--- src/rtl/dpu_bridge_pkg.sv ---
// Shared types and constants for the host-to-DPU packet bridge.
// Holds the FSM states, command types, reply codes and opcode field positions.
package dpu_bridge_pkg;

  typedef enum logic [3:0] {
    S_OP,
    S_A2,
    S_A1,
    S_A0,
    S_LEN,
    S_DATA,
    S_ISSUE,
    S_WAIT_RSP,
    S_WAIT_DONE,
    S_REPLY
  } state_e;

  localparam logic [2:0] CMD_WRITE     = 3'd0;
  localparam logic [2:0] CMD_RUN       = 3'd1;
  localparam logic [2:0] CMD_READ      = 3'd2;
  localparam logic [2:0] CMD_SET_LAYER = 3'd3;
  localparam logic [2:0] CMD_SCALE     = 3'd5;

  localparam logic [7:0] RPL_ACK     = 8'hA5;
  localparam logic [7:0] RPL_ERR_OP  = 8'hEE;
  localparam logic [7:0] RPL_ERR_TMO = 8'hEF;
  localparam logic [2:0] RPL_DONE_HI = 3'b110;

  localparam int OP_BURST_BIT = 7;
  localparam int OP_RSV_HI    = 6;
  localparam int OP_RSV_LO    = 3;
  localparam int OP_TYPE_HI   = 2;
  localparam int OP_TYPE_LO   = 0;

  // Reserved bits set, or a burst of anything other than writes, is rejected.
  function automatic logic op_is_bad(input logic [7:0] op);
    return (op[OP_RSV_HI:OP_RSV_LO] != 4'd0) ||
           (op[OP_BURST_BIT] && (op[OP_TYPE_HI:OP_TYPE_LO] != CMD_WRITE));
  endfunction

endpackage

--- src/rtl/dpu_host_bridge.sv ---
// Decodes host byte-stream packets into dpu_top command-bus transactions
// and returns exactly one reply byte per accepted opcode.
module dpu_host_bridge
  import dpu_bridge_pkg::*;
#(
  parameter int ADDR_W      = 24,
  parameter int RSP_TIMEOUT = 1024
) (
  input  logic              clk,
  input  logic              rst,
  input  logic              in_valid,
  output logic              in_ready,
  input  logic [7:0]        in_data,
  output logic              out_valid,
  input  logic              out_ready,
  output logic [7:0]        out_data,
  output logic              cmd_valid,
  input  logic              cmd_ready,
  output logic [2:0]        cmd_type,
  output logic [ADDR_W-1:0] cmd_addr,
  output logic [7:0]        cmd_data,
  input  logic              rsp_valid,
  input  logic [7:0]        rsp_data,
  input  logic              dpu_done,
  input  logic [4:0]        dpu_layer,
  output logic              busy
);

  localparam int TMO_W = $clog2(RSP_TIMEOUT + 1);

  state_e              state_q, state_d;
  logic                burst_q, burst_d;
  logic [2:0]          type_q, type_d;
  logic [15:0]         addr_sh_q, addr_sh_d;
  logic [ADDR_W-1:0]   addr_q, addr_d;
  logic [7:0]          data_q, data_d;
  logic [7:0]          len_q, len_d;
  logic [7:0]          out_data_q, out_data_d;
  logic [TMO_W-1:0]    tmo_q, tmo_d;
  logic [23:0]         addr_full;
  logic                in_fire;
  logic                cmd_fire;

  assign in_fire   = in_valid && in_ready;
  assign cmd_fire  = cmd_valid && cmd_ready;
  assign addr_full = {addr_sh_q, in_data};

  assign in_ready  = (state_q == S_OP) || (state_q == S_A2) || (state_q == S_A1) ||
                     (state_q == S_A0) || (state_q == S_LEN) || (state_q == S_DATA);
  assign cmd_valid = (state_q == S_ISSUE);
  assign out_valid = (state_q == S_REPLY);
  assign busy      = (state_q != S_OP);
  assign cmd_type  = type_q;
  assign cmd_addr  = addr_q;
  assign cmd_data  = data_q;
  assign out_data  = out_data_q;

  always_comb begin
    state_d    = state_q;
    burst_d    = burst_q;
    type_d     = type_q;
    addr_sh_d  = addr_sh_q;
    addr_d     = addr_q;
    data_d     = data_q;
    len_d      = len_q;
    out_data_d = out_data_q;
    tmo_d      = '0;
    unique case (state_q)
      S_OP: if (in_fire) begin
        if (op_is_bad(in_data)) begin
          out_data_d = RPL_ERR_OP;
          state_d    = S_REPLY;
        end else begin
          burst_d = in_data[OP_BURST_BIT];
          type_d  = in_data[OP_TYPE_HI:OP_TYPE_LO];
          state_d = S_A2;
        end
      end
      S_A2: if (in_fire) begin
        addr_sh_d = {addr_sh_q[7:0], in_data};
        state_d   = S_A1;
      end
      S_A1: if (in_fire) begin
        addr_sh_d = {addr_sh_q[7:0], in_data};
        state_d   = S_A0;
      end
      S_A0: if (in_fire) begin
        addr_d  = ADDR_W'(addr_full);
        len_d   = 8'd0;
        state_d = burst_q ? S_LEN : S_DATA;
      end
      S_LEN: if (in_fire) begin
        len_d   = in_data;
        state_d = S_DATA;
      end
      S_DATA: if (in_fire) begin
        data_d  = in_data;
        state_d = S_ISSUE;
      end
      S_ISSUE: if (cmd_fire) begin
        if (burst_q && (len_q != 8'd0)) begin
          len_d   = len_q - 8'd1;
          addr_d  = addr_q + 1'b1;
          state_d = S_DATA;
        end else if (!burst_q && (type_q == CMD_READ)) begin
          // A response arriving together with the handshake is not lost.
          if (rsp_valid) begin
            out_data_d = rsp_data;
            state_d    = S_REPLY;
          end else begin
            state_d = S_WAIT_RSP;
          end
        end else if (!burst_q && (type_q == CMD_RUN)) begin
          state_d = S_WAIT_DONE;
        end else begin
          out_data_d = RPL_ACK;
          state_d    = S_REPLY;
        end
      end
      S_WAIT_RSP: begin
        if (rsp_valid) begin
          out_data_d = rsp_data;
          state_d    = S_REPLY;
        end else if (tmo_q == TMO_W'(RSP_TIMEOUT - 1)) begin
          out_data_d = RPL_ERR_TMO;
          state_d    = S_REPLY;
        end else begin
          tmo_d = tmo_q + 1'b1;
        end
      end
      S_WAIT_DONE: if (dpu_done) begin
        out_data_d = {RPL_DONE_HI, dpu_layer};
        state_d    = S_REPLY;
      end
      S_REPLY: if (out_valid && out_ready) state_d = S_OP;
      default: state_d = S_OP;
    endcase
  end

  always_ff @(posedge clk or posedge rst) begin
    if (rst) begin
      state_q    <= S_OP;
      burst_q    <= 1'b0;
      type_q     <= 3'd0;
      addr_sh_q  <= 16'd0;
      addr_q     <= '0;
      data_q     <= 8'd0;
      len_q      <= 8'd0;
      out_data_q <= 8'd0;
      tmo_q      <= '0;
    end else begin
      state_q    <= state_d;
      burst_q    <= burst_d;
      type_q     <= type_d;
      addr_sh_q  <= addr_sh_d;
      addr_q     <= addr_d;
      data_q     <= data_d;
      len_q      <= len_d;
      out_data_q <= out_data_d;
      tmo_q      <= tmo_d;
    end
  end

endmodule

--- config.mk ---
export PLATFORM = sky130hd
export DESIGN_NAME = dpu_host_bridge
export DESIGN_NICKNAME = d
export VERILOG_FILES = /design/src/rtl/dpu_bridge_pkg.sv /design/src/rtl/dpu_host_bridge.sv
export SDC_FILE = /design/constraint.sdc
export NUM_CORES = 1
export LEC_CHECK = 0
export CORE_MARGIN = 5
export CORE_UTILIZATION = 55
export CTS_BUF_LIST = sky130_fd_sc_hd__clkbuf_4
export DETAILED_ROUTE_END_ITERATION = 12
export MAX_ROUTING_LAYER = met4
export PLACE_DENSITY = 0.82
export SKIP_CTS_REPAIR_TIMING = 1
export SYNTH_ARGS = -nofsm -noshare
export SYNTH_HDL_FRONTEND = slang
export SYNTH_SLANG_ARGS = --single-unit
export TNS_END_PERCENT = 100
--- constraint.sdc ---
create_clock -name clk -period 8.6 [get_ports clk]
set_clock_uncertainty 0.1 [all_clocks]
set_input_delay 1.72 -clock clk [delete_from_list [all_inputs] [get_ports clk]]
set_output_delay 1.72 -clock clk [all_outputs]
set_load 0.01 [all_outputs]
=== Word level (Yosys, flattened, before mapping) ===
Cells that the tools add are included.

* Register bits after elaboration: 83
* Bits in latches: 0
* Memory bits (writable): 0
* ROM bits: 0
* Input port bits: 28
* Output and inout port bits: 47
* Word-level logic and storage cells: 111
* Memories kept: 0

* $add $sub $neg: 3
* $mul: 0
* Div/mod/pow operators: 0
* $lt $le $gt $ge: 0
* Eq/ne operators: 27
* Shift-type cells: 0
* Multiplexer cells: 41
* Bitwise logic cells: 1
* Reductions and logical operators: 30

{| class="wikitable"
|+ Operators with widths
! cell !! number
|-
| $mux 8 || 14
|-
| $mux 24 || 3
|-
| $mux 4 || 15
|-
| $pmux 24 s2 || 1
|-
| $pmux 4 s10 || 1
|-
| $mux 11 || 3
|-
| $pmux 8 s4 || 1
|-
| $add 24x1->24 const B || 1
|-
| $pmux 8 s3 || 1
|-
| $eq 4x3->1 const B || 4
|-
| $ne 2x2->1 const B || 8
|-
| $reduce_bool 4->1 || 3
|-
| $add 11x1->11 const B || 1
|-
| $eq 11x10->1 const B || 1
|-
| $reduce_and 10->1 || 1
|-
| $ne 3x3->1 const B || 3
|-
| $reduce_and 9->1 || 1
|-
| $eq 4x2->1 const B || 2
|-
| $eq 4x4->1 const B || 2
|-
| $ne 2x1->1 const B || 4
|-
| $reduce_bool 8->1 || 1
|-
| $sub 8x1->8 const B || 1
|-
| $logic_and 1x1->1 || 7
|-
| $logic_or 1x1->1 || 6
|-
| 14 further kinds || 17
|}

=== Depth between registers and ports, before layout ===
Gate-level depths: netlist of run 1.

* Depth in word-level cells: 9
* Mapped depth: 8
* Gate-level depth less buffers: 6

=== Worst setup path before layout of run 1 ===
OpenSTA, ideal clock, no wires.

* Kind: flip-flop to output port
* Start: register state_q[1]
* End: output cmd_valid
* Arrival: 1,373 ps
* Required time: 6,780 ps
* Slack: 5,407 ps
* Cell stages (with the launch flop): 7
* Path buffers: 4
* Cell sequence: dfrtp_1 buf_2 nand4bb_1 clkbuf_1 inv_2 buf_2 buf_2

* Word-level cells in the longest chain between the ends: 1

{| class="wikitable"
|+ Ends and longest elaborated chain
! what !! line !! source
|-
| start: declaration || dpu_host_bridge.sv:31 || <nowiki>state_e state_q, state_d;</nowiki>
|-
| start signal: assignment || dpu_host_bridge.sv:152 || <nowiki>state_q <= state_d;</nowiki>
|-
| $eq 4x3->1 || dpu_host_bridge.sv:50 || <nowiki>assign cmd_valid = (state_q == S_ISSUE);</nowiki>
|-
| end: declaration || dpu_host_bridge.sv:17 || <nowiki>output logic cmd_valid,</nowiki>
|}

No other way between the ends.

=== Final worst setup path of run 1 ===
* Start: register state_q[3]
* End: output cmd_valid

Same word-level chain as after synthesis.

==> impl_summary.md, run 1 <==
Cells and area
Of the cells placed in the final design, the portion with a size suffix greater than 1 is 0.130. Compared with the post-synthesis result, the final layout area differs by 20.0%. The count of cells in the finished layout, fillers not included, comes to 630. The multi-input combinational cells in the finished layout cover a total of 0.00226 mm2. The share of the core filled with cells in the final layout is 0.668. After filler insertion, the fill cell instance count of the layout stands at 664.

For this run, the post-layout net count is 553. The repair_antennas step left the layout with diodes totalling 0. The sequential cells in the finished layout cover a total of 0.00208 mm2.

Hold path
The tightest min-delay check is of the flop to flop type.

Synth
After technology mapping, the gate count stands at 459. The mean instance size in the synthesized netlist is 9.82 um2. The most common cell in the synthesized netlist is dfrtp_1.

By area the synthesized netlist is led by dfrtp_1 46%, mux2_2 9.2%, nor2_1 3.7%. The synthesized cell area is 0.00451 mm2. The proportion of synthesized chip area in sequential cells is 0.461.

The synthesized design contains 83 register bits. Of the post-synthesis cell area, the dominant cell type holds 0.461. The number of nets in the synthesized netlist is 491. By count the netlist is led by 83 x dfrtp_1, 45 x nor2_1, 37 x mux2_2, 29 x a21oi_1. The count of flip-flops with a built-in enable after synthesis is 0. The largest area contributor in the netlist is dfrtp_1. The share of synthesized flip-flops with an asynchronous set or reset is 1.00.

The prevailing post-synth register cell is dfrtp_1. The Yosys step of the flow raised 0 warnings. After synthesis, the netlist uses 64 different library cells.

Die
In this run the standard cell core region covers 0.00809 mm2. The vertical die dimension is 101 um. The die is 101 um wide. The initialized floorplan defines 33 standard-cell rows.

The floorplan step defined a die boundary enclosing 0.0101 mm2. During I/O placement, the number of pins put on the boundary was 75. For this configuration, the core starts out at a cell density of 0.557.

Drt
Wire segments on met2 add up to 5.57 mm in the final route. The antenna violation net count after detailed routing is 0. For this run, design rule violations remaining after detail routing come to 0. The total number of vias is 3902. The detailed router used layers up to and including met4. The total length of routed wires is 11.6 mm. The first-pass iteration count of the detailed router is 4. After detailed routing, the number of vias per cell comes to 6.19. The detailed router put a total of 5.29 mm of wire on met1.

The first routing iteration left 286 violations. The average routed wire per standard cell is 18.4 um. The met3 routed wirelength is 538 um.

Timing
Measured against its own limit, the worst slew margin works out to 0.243. Of the available clock period, the critical path in the final layout requires 0.485. Subtracting the final worst setup slack from the clock period gives 4.17 ns. Based on the critical path, the design can be clocked at up to 240 MHz. The transition time of the tightest slew-check pin is 1.14 ns. Setup slack on the critical path of the routed design comes to 4.43 ns. The total count of max-transition violations in the final report came to 0. Setup repair after global routing left no endpoint under its margin.

The number of hold-slack violations in the final timing report was 0. The count of final setup violators is 0. The aggregate negative setup slack is 0 ns.

Critical path
The worst setup path is captured at an output pin. The worst setup path is launched from a flop. Traced cell by cell, the critical path runs through nand4bb_1, buf_4, inv_2, clkdlybuf4s50_1.

The data arrival time of the critical path is 2.35 ns. In this run the worst path has a maximum fanout of 29. The critical path is of the flop to output pin type. On the critical path, the stage with the largest delay is an instance of dfrtp_1. The required time of the worst setup path is 6.78 ns. The largest single stage delay on the critical path is 0.82 ns.

Clock tree
The CTS clock-pin slew for the worst setup and hold paths is 0.13 ns. In this run the number of H-tree levels came out at 3. Counting the buffers created by CTS gives 9. The cell sitting at the root of the clock tree is a clkbuf_4.

The number of clock sinks is 83. Clock latency on the worst-skew pair, taken at its later pin, is 0.43 ns. No sink is reached through more buffers than the 2 on the longest clock path. TritonCTS built the clock tree.

Placement
The post-detailed-placement half-perimeter wirelength is 7.97 mm. The number of I/O port buffers is 74. Counting tap cells, the placed design contains a total of 615 instances. The last weighted congestion value of the routability-driven placer is 0.895. The worst slack after detailed placement is 4.64 ns.

Power
The completed layout was analyzed and its total power is 1.79 mW. For this design the static power due to leakage is 2.13 nW. The areal power density over the cells is 331 mW/mm2. The peak supply drop is 0.207 mV.

Global route
The number of global-route vias before repair was 3836. For this run the aggregate overflow at the end of global routing stands at 0. Entering global routing, the biggest net connects 84 pins. The initial antenna violation count is 0.

The first global-routing pass estimated 19.0 mm of wire. The combined global-route utilization of all metal layers is 0.242.

Status
The run finished with clean final reports.

Run
Across the run, the number of max-cap violations was 0.
[sequential cells by signal, indices dropped and copies added (netlist names)]
register	cells
state_q	4
cmd_data	8
cmd_type	3
tmo_q	11
cmd_addr	24
out_data	8
burst_q	1
len_q	8
addr_sh_q	16
[where the power goes]
part,switching [mW],internal (mW)
clock network,0.135,0.0847
registers,0.188,0.544
logic,0.388,0.450
total,0.711,1.08
[cells in the final DEF, fill, tap and decap left out, types with 5 or more instances in the layout]
| cell type | count |
|---|---|
| dfrtp_1 | 83 |
| clkdlybuf4s50_1 | 74 |
| nor2_1 | 45 |
| mux2_2 | 37 |
| a21oi_1 | 29 |
| nand2_1 | 28 |
| o21ai_0 | 28 |
| nand3_1 | 20 |
| o22ai_1 | 13 |
| a2bb2oi_1 | 12 |
| inv_1 | 10 |
| and3_1 | 10 |
| o31ai_1 | 9 |
| clkbuf_4 | 9 |
| nand4_1 | 7 |
| a31oi_1 | 7 |
| nand2b_1 | 5 |
| a22oi_1 | 5 |
| xnor2_1 | 5 |
[per-stage QoR]
| step | area, um2 | hold WS, ns |
|---|---|---|
| final | 5410 | 0.401 |
| after global routing | 5410 | 0.419 |
| after CTS | 5410 | 0.401 |
| after detailed placement | 5280 | 0.382 |
| after global placement | 5280 | 0.371 |
| after floorplan | 4510 | 0.353 |
[cell type report]
cell class,instances,share of cell area
inverters,12,0.00856
flip-flops and latches,83,0.384
multi-input cells,338,0.419
clock inverters,6,0.0106
clock buffers,9,0.0125
well taps,105,0.0243
repair buffers,77,0.141
[routing by layer]
layer | vias up | GRT usage
met5 | - | -
met1 | 1931 | 0.331
met3 | 17 | 0.0443
li1 | 1825 | -
met4 | 0 | 0.0839
met2 | 129 | 0.366
[cell families (layout without fill, tap and decap cells)]
kind of cell | Yosys count | in the layout | synth area share
AOI/OAI and AO/OA | 129 | 129 | 0.187
adders and majority gates | 5 | 5 | 0.0133
muxes | 39 | 39 | 0.0969
and+or+nand+nor | 156 | 156 | 0.188
buffers and inverters | 38 | 104 | 0.0369
DFF | 83 | 83 | 0.461
xor gates and xnor gates | 9 | 9 | 0.0175
[worst paths after layout]
| check | end | cells after the start | slack (ns) | start |
|---|---|---|---|---|
| min in group asynchronous | cmd_addr[18] | 3 | 1.82 | rst |
| worst max-delay path | cmd_valid | 4 | 4.43 | state_q[3] |
| worst max register to register | cmd_addr[0] | 6 | 5.50 | state_q[3] |
| max in group asynchronous | burst_q | 3 | 5.91 | rst |
| worst min-delay path | tmo_q[0] | 1 | 0.40 | tmo_q[0] |
| worst min register to register | tmo_q[0] | 1 | 0.40 | tmo_q[0] |
[worst max-delay path: cells and delay by family (launching register included)]
family	cells	cell delay, ns
DFF	1	0.82
buffers and inverters	3	0.86
and+or+nand+nor	1	0.22
(Power assumes the default switching activity.)
==> run 2: changes to the inputs <==
- CORE_UTILIZATION: 55 -> 50
- PLACE_DENSITY: 0.82 -> 0.79
- clock period: 8.6 -> 3.4 ns (I/O delays scaled with it)
==> run 2 against run 1 <==
  * Hold slack gained 0.0018 ns
  * Die area increased by 9.0%
  * Clock-buffer cell count grew 2
  * Sequential share of layout area shrank 1.1 points
  * Final cell count up 3.0%
  * Clock power grew to 3.0 times the previous value
  * Critical path type unchanged
  * Non-clock buffer count up 15
  * Critical endpoint is now busy
  * Core utilization shrank 3.2 points
  * Flip-flop and latch count unchanged
  * Wire length grew 5.5%
  * Critical path depth is 1 lower
  * Highest routed layer unchanged
  * Total power rose to 2.6 times the previous value
==> impl_summary.md, run 2 (synthesis results as in run 1) <==
Placement
The count of buffers added on input and output ports is 74. The last weighted congestion value of the routability-driven placer is 0.925. The worst slack after detailed placement is 0.559 ns.

The HPWL after detailed placement is 8.88 mm.

Clock tree
TritonCTS built the clock tree. In this run the clock root is driven by a clkbuf_4. The maximum clock insertion buffer count is 2. The H-tree generated during clock tree synthesis spans 3 levels. Clock-pin slew was measured on the worst setup and hold paths at 0.13 ns. At the later pin of the worst-skew pair, clock insertion delay measures 0.45 ns. The number of buffers created by CTS is 9. The clock drives 83 sinks.

Timing
The post-route clock period utilization is 0.871. Based on the critical path, the design can be clocked at up to 338 MHz. The worst slew margin relative to its limit is 0.303. The number of hold-slack violations in the final timing report is 0. Setup violations remaining at the end of the flow were counted as 0. The final worst setup slack is 0.440 ns. Final hold analysis gives a worst-case slack of 0.402 ns.

In the final timing run, aggregate negative setup slack is 0 ns. Setup repair after global routing left no endpoint under its margin. Counting I/O delays and the setup requirement, the final critical path takes 2.96 ns.

At the pin with the least slew margin, the transition time is 1.05 ns. The total count of max-transition violations in the final report is 0.

Cells and area
From synthesis to final layout, the design area changed by 23.6%. The library cells used most frequently in the layout, excluding fill and tap cells, are 83 x dfrtp_1, 74 x clkdlybuf4s50_1, 45 x nor2_1. The share of post-route cells with drive strength above 1 is 0.159. The total inserted antenna cells is 0. The net total in the final layout is 568. The filler cell count is 701. The commonest non-fill, non-tap cell in the layout is dfrtp_1. The number of flip-flops under the largest register name is 24.

Critical path
The worst setup path startpoint is state_q[1]. The sum of buffers and inverters on the critical path is 2. The largest delay contributor family on the critical path is buffers and inverters. Counting cells, the worst reg-to-reg path comes to 5. The reg-to-reg setup timing slack is 0.66 ns.

The termination of the worst setup path is busy. On the critical path, the stage with the largest delay is an instance of or4_1. The worst register-to-register path begins at state_q[2]. The worst setup path is captured at an output pin. The maximum fanout along the worst path is 14. The data arrival time of the critical path is 2.18 ns. The capture instance of the worst register-to-register path is cmd_addr[0]. The worst setup path is launched from a flop. The setup path with the least slack is of type flop to output pin. Walking the worst path, the cells encountered are buf_4, or4_1, clkdlybuf4s50_1. The critical path runs through a total of 3 cells. STA puts the critical path data required time at 2.62 ns. The largest single stage delay on the critical path is 0.58 ns.

Global route
The global-route wire length before repair is 20.0 mm. Entering global routing, the biggest net connects 47 pins. Summed over all layers, the global routing overflow is 0. The initial antenna violation count is 0. The number of global-route vias before repair is 3838. Across every metal layer, demand over resource in global routing totals 0.229.

Drt
The average routed wire per standard cell is 18.8 um. The first-iteration detailed-routing DRC count is 251. In the routed design, unresolved DRC markers number 0. The antenna violation net count after detailed routing is 0. The routed layout has 3992 vias.

For this block, the routed nets add up to 12.2 mm of wire. The ratio of routed vias to standard cells is 6.15. For this run, the detailed router's first-pass iteration total came to 4.

Die
The initial utilization of the core area, before any placement, comes to 0.514. Pin placement for this block handled 75 I/O pins. Measured along the y axis, the die boundary spans 105 um. The horizontal die dimension is 105 um. The area of the die is 0.0110 mm2. The initialized floorplan defines 34 standard-cell rows. The core region is 0.00876 mm2.

Power
For this design the ratio of total power to cell area is 844 mW/mm2. The static leakage power is 2.24 nW. The design draws 4.70 mW. The peak supply drop is 0.368 mV.

Run
The tool flagged a number of max-cap violations equal to 0.

Status
The flow ran to the end, and the final reports show no timing, DRC or antenna violations.

Hold path
The path category of the worst min-delay check is flop to flop. The worst hold path begins at tmo_q[0].
==> run 2: cell count changes in the layout (fill, tap and decap cells not counted), sizes merged <==
cell      change
buf          +15
clkbuf        +2
bufinv        +1
clkinvlp      -1
clkinv        -1
==> run 2: worst register-to-register path: cells and delay by family (launching register included) <==
kind            cells  cell delay (ns)
simple gates        1             0.40
mux                 1             0.24
flops               1             0.57
compound gates      3             1.29
==> run 2: layout make-up <==
cell class                 instances  area (um2)  area share
multi-input combinational        338        2260       0.406
sequential                        83        2080       0.373
inverter                          12        46.3     0.00831
tap                              108         135      0.0243
clock buffer                      11        82.6      0.0148
timing repair buffer              92         888       0.159
clock inverter                     5        77.6      0.0139
==> run 2: worst min-delay path by stage <==
stage               depth (start not counted)  slack (ns)        to
floorplan                                   1        0.35  tmo_q[0]
global placement                            1        0.37  tmo_q[0]
detailed placement                          1        0.38  tmo_q[0]
CTS                                         1        0.41  tmo_q[0]
global route                                1        0.43  tmo_q[0]
finish                                      1        0.40  tmo_q[0]
==> run 2: where the power goes <==
group	internal, mW	switching (mW)
Combinational	1.18	1.09
Sequential	1.38	0.390
Clock	0.313	0.353
Total	2.87	1.83
==> run 2: routing by layer <==
metal	routed length [um]	GRT usage	up-vias
met5	0	-	-
met4	336	0.0932	0
met3	786	0.0432	34
met2	5950	0.350	144
met1	5160	0.300	1954
li1	-	-	1860
==> run 2: metrics by stage <==
| stage | util | cell area, um2 | std cells |
|---|---|---|---|
| finish | 0.636 | 5570 | 649 |
| global route | 0.636 | 5570 | 649 |
| CTS | 0.636 | 5570 | 649 |
| detailed placement | 0.617 | 5410 | 633 |
| global placement | 0.617 | 5410 | 633 |
| floorplan | - | 4510 | 459 |
==> run 3: changes to the inputs <==
- CAP_MARGIN: default -> 20
- REMOVE_ABC_BUFFERS: default -> 1
==> run 3 against run 2 <==
  * Register-to-register slack got worse by 0.05 ns
  * Sequential power about the same
  * Highest routed layer unchanged
  * Core utilization decreased by 0.81 points
  * Non-clock buffer count decreased by 9
  * Largest power group unchanged
  * Flip-flop and latch count unchanged
==> impl_summary.md, run 3 (synthesis results as in run 1) <==
Die
The floorplan has 34 rows. The area of the die is 0.0110 mm2. The initial utilization of the core area, before any placement, comes to 0.514.

The core area is 0.00876 mm2. 75 I/O pins were placed. The horizontal die dimension is 105 um. The vertical die dimension is 105 um.

Clock tree
TritonCTS built the clock tree. The number of buffers created by CTS is 9. The maximum clock insertion buffer count is 2. Clock-pin slew was measured on the worst setup and hold paths at 0.13 ns.

The H-tree level count is 3. For the worst-skew pair, the clock arrives at the later sink with an insertion delay of 0.43 ns. The clock drives 83 sinks. The buffer cell driving the clock tree root is clkbuf_4.

Critical path
The required time of the worst setup path is 2.62 ns. The number of cell instances on the worst register-to-register path is 6. The capture instance of the worst register-to-register path is cmd_addr[2]. The worst setup path startpoint is state_q[1]. The worst setup path is launched from a flop. The startpoint of the worst-slack reg-to-reg timing path is state_q[1]. In this run the worst path has a maximum fanout of 17. The critical path endpoint category is an output pin. STA puts the critical path data arrival time at 2.18 ns. The reg-to-reg setup timing slack is 0.61 ns. The worst setup path category is flop to output pin.

Placement
Port buffering added 74 buffers. The congestion estimate from routability-driven global placement came to 0.855. Detailed placement ended at an HPWL of 8.20 mm.

Hold path
The number of cells on the worst hold path is 1. The source of the worst hold timing path is tmo_q[0]. The destination of the worst hold path is tmo_q[0].

The path category of the worst min-delay check is flop to flop.

Timing
In the finished design, the share of the clock period the worst path needs comes to 0.871. The number of hold-slack violations in the final timing report was 0. The total count of max-transition violations in the final report is 0. Setup repair after global routing left no endpoint under its margin. The transition time of the tightest slew-check pin is 1.10 ns. Setup violations remaining at the end of the flow were counted as 0. In this run the tightest slew margin relative to its limit is 0.268. After layout, the minimum clock period comes to 2.96 ns.

Adding up every negative setup slack in the final design gives 0 ns. The achievable frequency is 338 MHz.

Drt
The post-detailed-route DRC marker count is 0. The total number of vias is 3934. The first-pass iteration count of the detailed router is 5. The average routed wire per standard cell is 18.0 um.

In the routed layout, each cell is associated on average with a via count of 6.15. The first-iteration detailed-routing DRC count is 259. Summed over all layers, the routed wires come to 11.5 mm.

The antenna violation net count after detailed routing is 0.

Status
The run finished with clean final reports.

Global route
The combined global-route utilization of all metal layers is 0.215. The initial antenna violation count is 1. The global-route wire length before repair is 19.2 mm. After global routing the overflow that remains totals 0.

The pin count of the biggest net entering global routing is 55. The number of global-route vias before repair was 3875.

Cells and area
In the final layout, flip-flops and latches occupy 0.00208 mm2. Of the cells placed in the final design, the portion with a size suffix greater than 1 is 0.143. The commonest non-fill, non-tap cell in the layout is dfrtp_1.

Once layout is complete, the utilization of the core stands at 0.627. The filler cell count is 726. In the layout the commonest cells are 83 x dfrtp_1, 74 x clkdlybuf4s50_1, 45 x nor2_1. The final layout contains 559 nets. The area added between synthesis and finish is 22.0%. The register with the most flip-flops in the layout has 24 of them.

In the final layout, the multi-input gates occupy 0.00226 mm2.

Power
The peak supply drop is 0.410 mV. The static leakage power is 2.19 nW. The areal power density over the cells is 842 mW/mm2.

Run
The tool flagged a number of max-cap violations equal to 0.
[run 3: cell count changes in the layout (fill, tap and decap cells not counted)]
cell        change
diode_2         +1
buf_4           -9
clkinv_4        +1
clkinvlp_4      -1
clkbuf_4        -1
[run 3: cell type report]
cell class              instances  area share
inverters                      12     0.00842
well taps                     108      0.0246
clock buffers                  10      0.0137
clock inverters                 5      0.0143
repair buffers                 83       0.149
multi-input cells             338       0.412
flip-flops and latches         83       0.378
diodes                          1    0.000455
[run 3: layer usage]
metal,up-vias,track usage,part of all wire,wire [um]
met5,-,-,0,0
met4,0,0.0813,0.019,224
met3,22,0.0333,0.057,654
met2,162,0.339,0.49,5590
met1,1908,0.280,0.44,5030
li1,1842,-,-,-
[run 3: power by group]
part	leakage (nW)	switching [mW]	internal, mW
registers	1.01	0.416	1.38
logic	1.09	1.04	1.16
clock network	0.0862	0.335	0.302
[run 3: worst max path at each step]
stage	end	slack (ns)
after detailed placement	out_data[5]	0.59
after global placement	out_data[1]	0.63
after global routing	cmd_valid	0.34
after CTS	cmd_valid	0.42
final	cmd_valid	0.44
after floorplan	cmd_addr[0]	0.30
[run 3: metrics by stage]
stage / total power, mW / cells / instance area, um2 / worst slack, ns / hold slack [ns]
finish: 4.63 / 640 / 5500 / 0.440 / 0.389
global placement: 3.92 / 624 / 5340 / 0.633 / 0.369
global route: 4.94 / 640 / 5500 / 0.343 / 0.428
detailed placement: 4.00 / 624 / 5340 / 0.589 / 0.374
floorplan: 3.03 / 433 / 4390 / 0.302 / 0.353
CTS: 4.64 / 639 / 5500 / 0.423 / 0.394
[run 3: worst max-delay path, stage by stage, from the launching register on]
cell	delay, ns
dfrtp_1	0.69
nand4bb_1	0.34
inv_2	0.18
clkdlybuf4s50_1	0.55
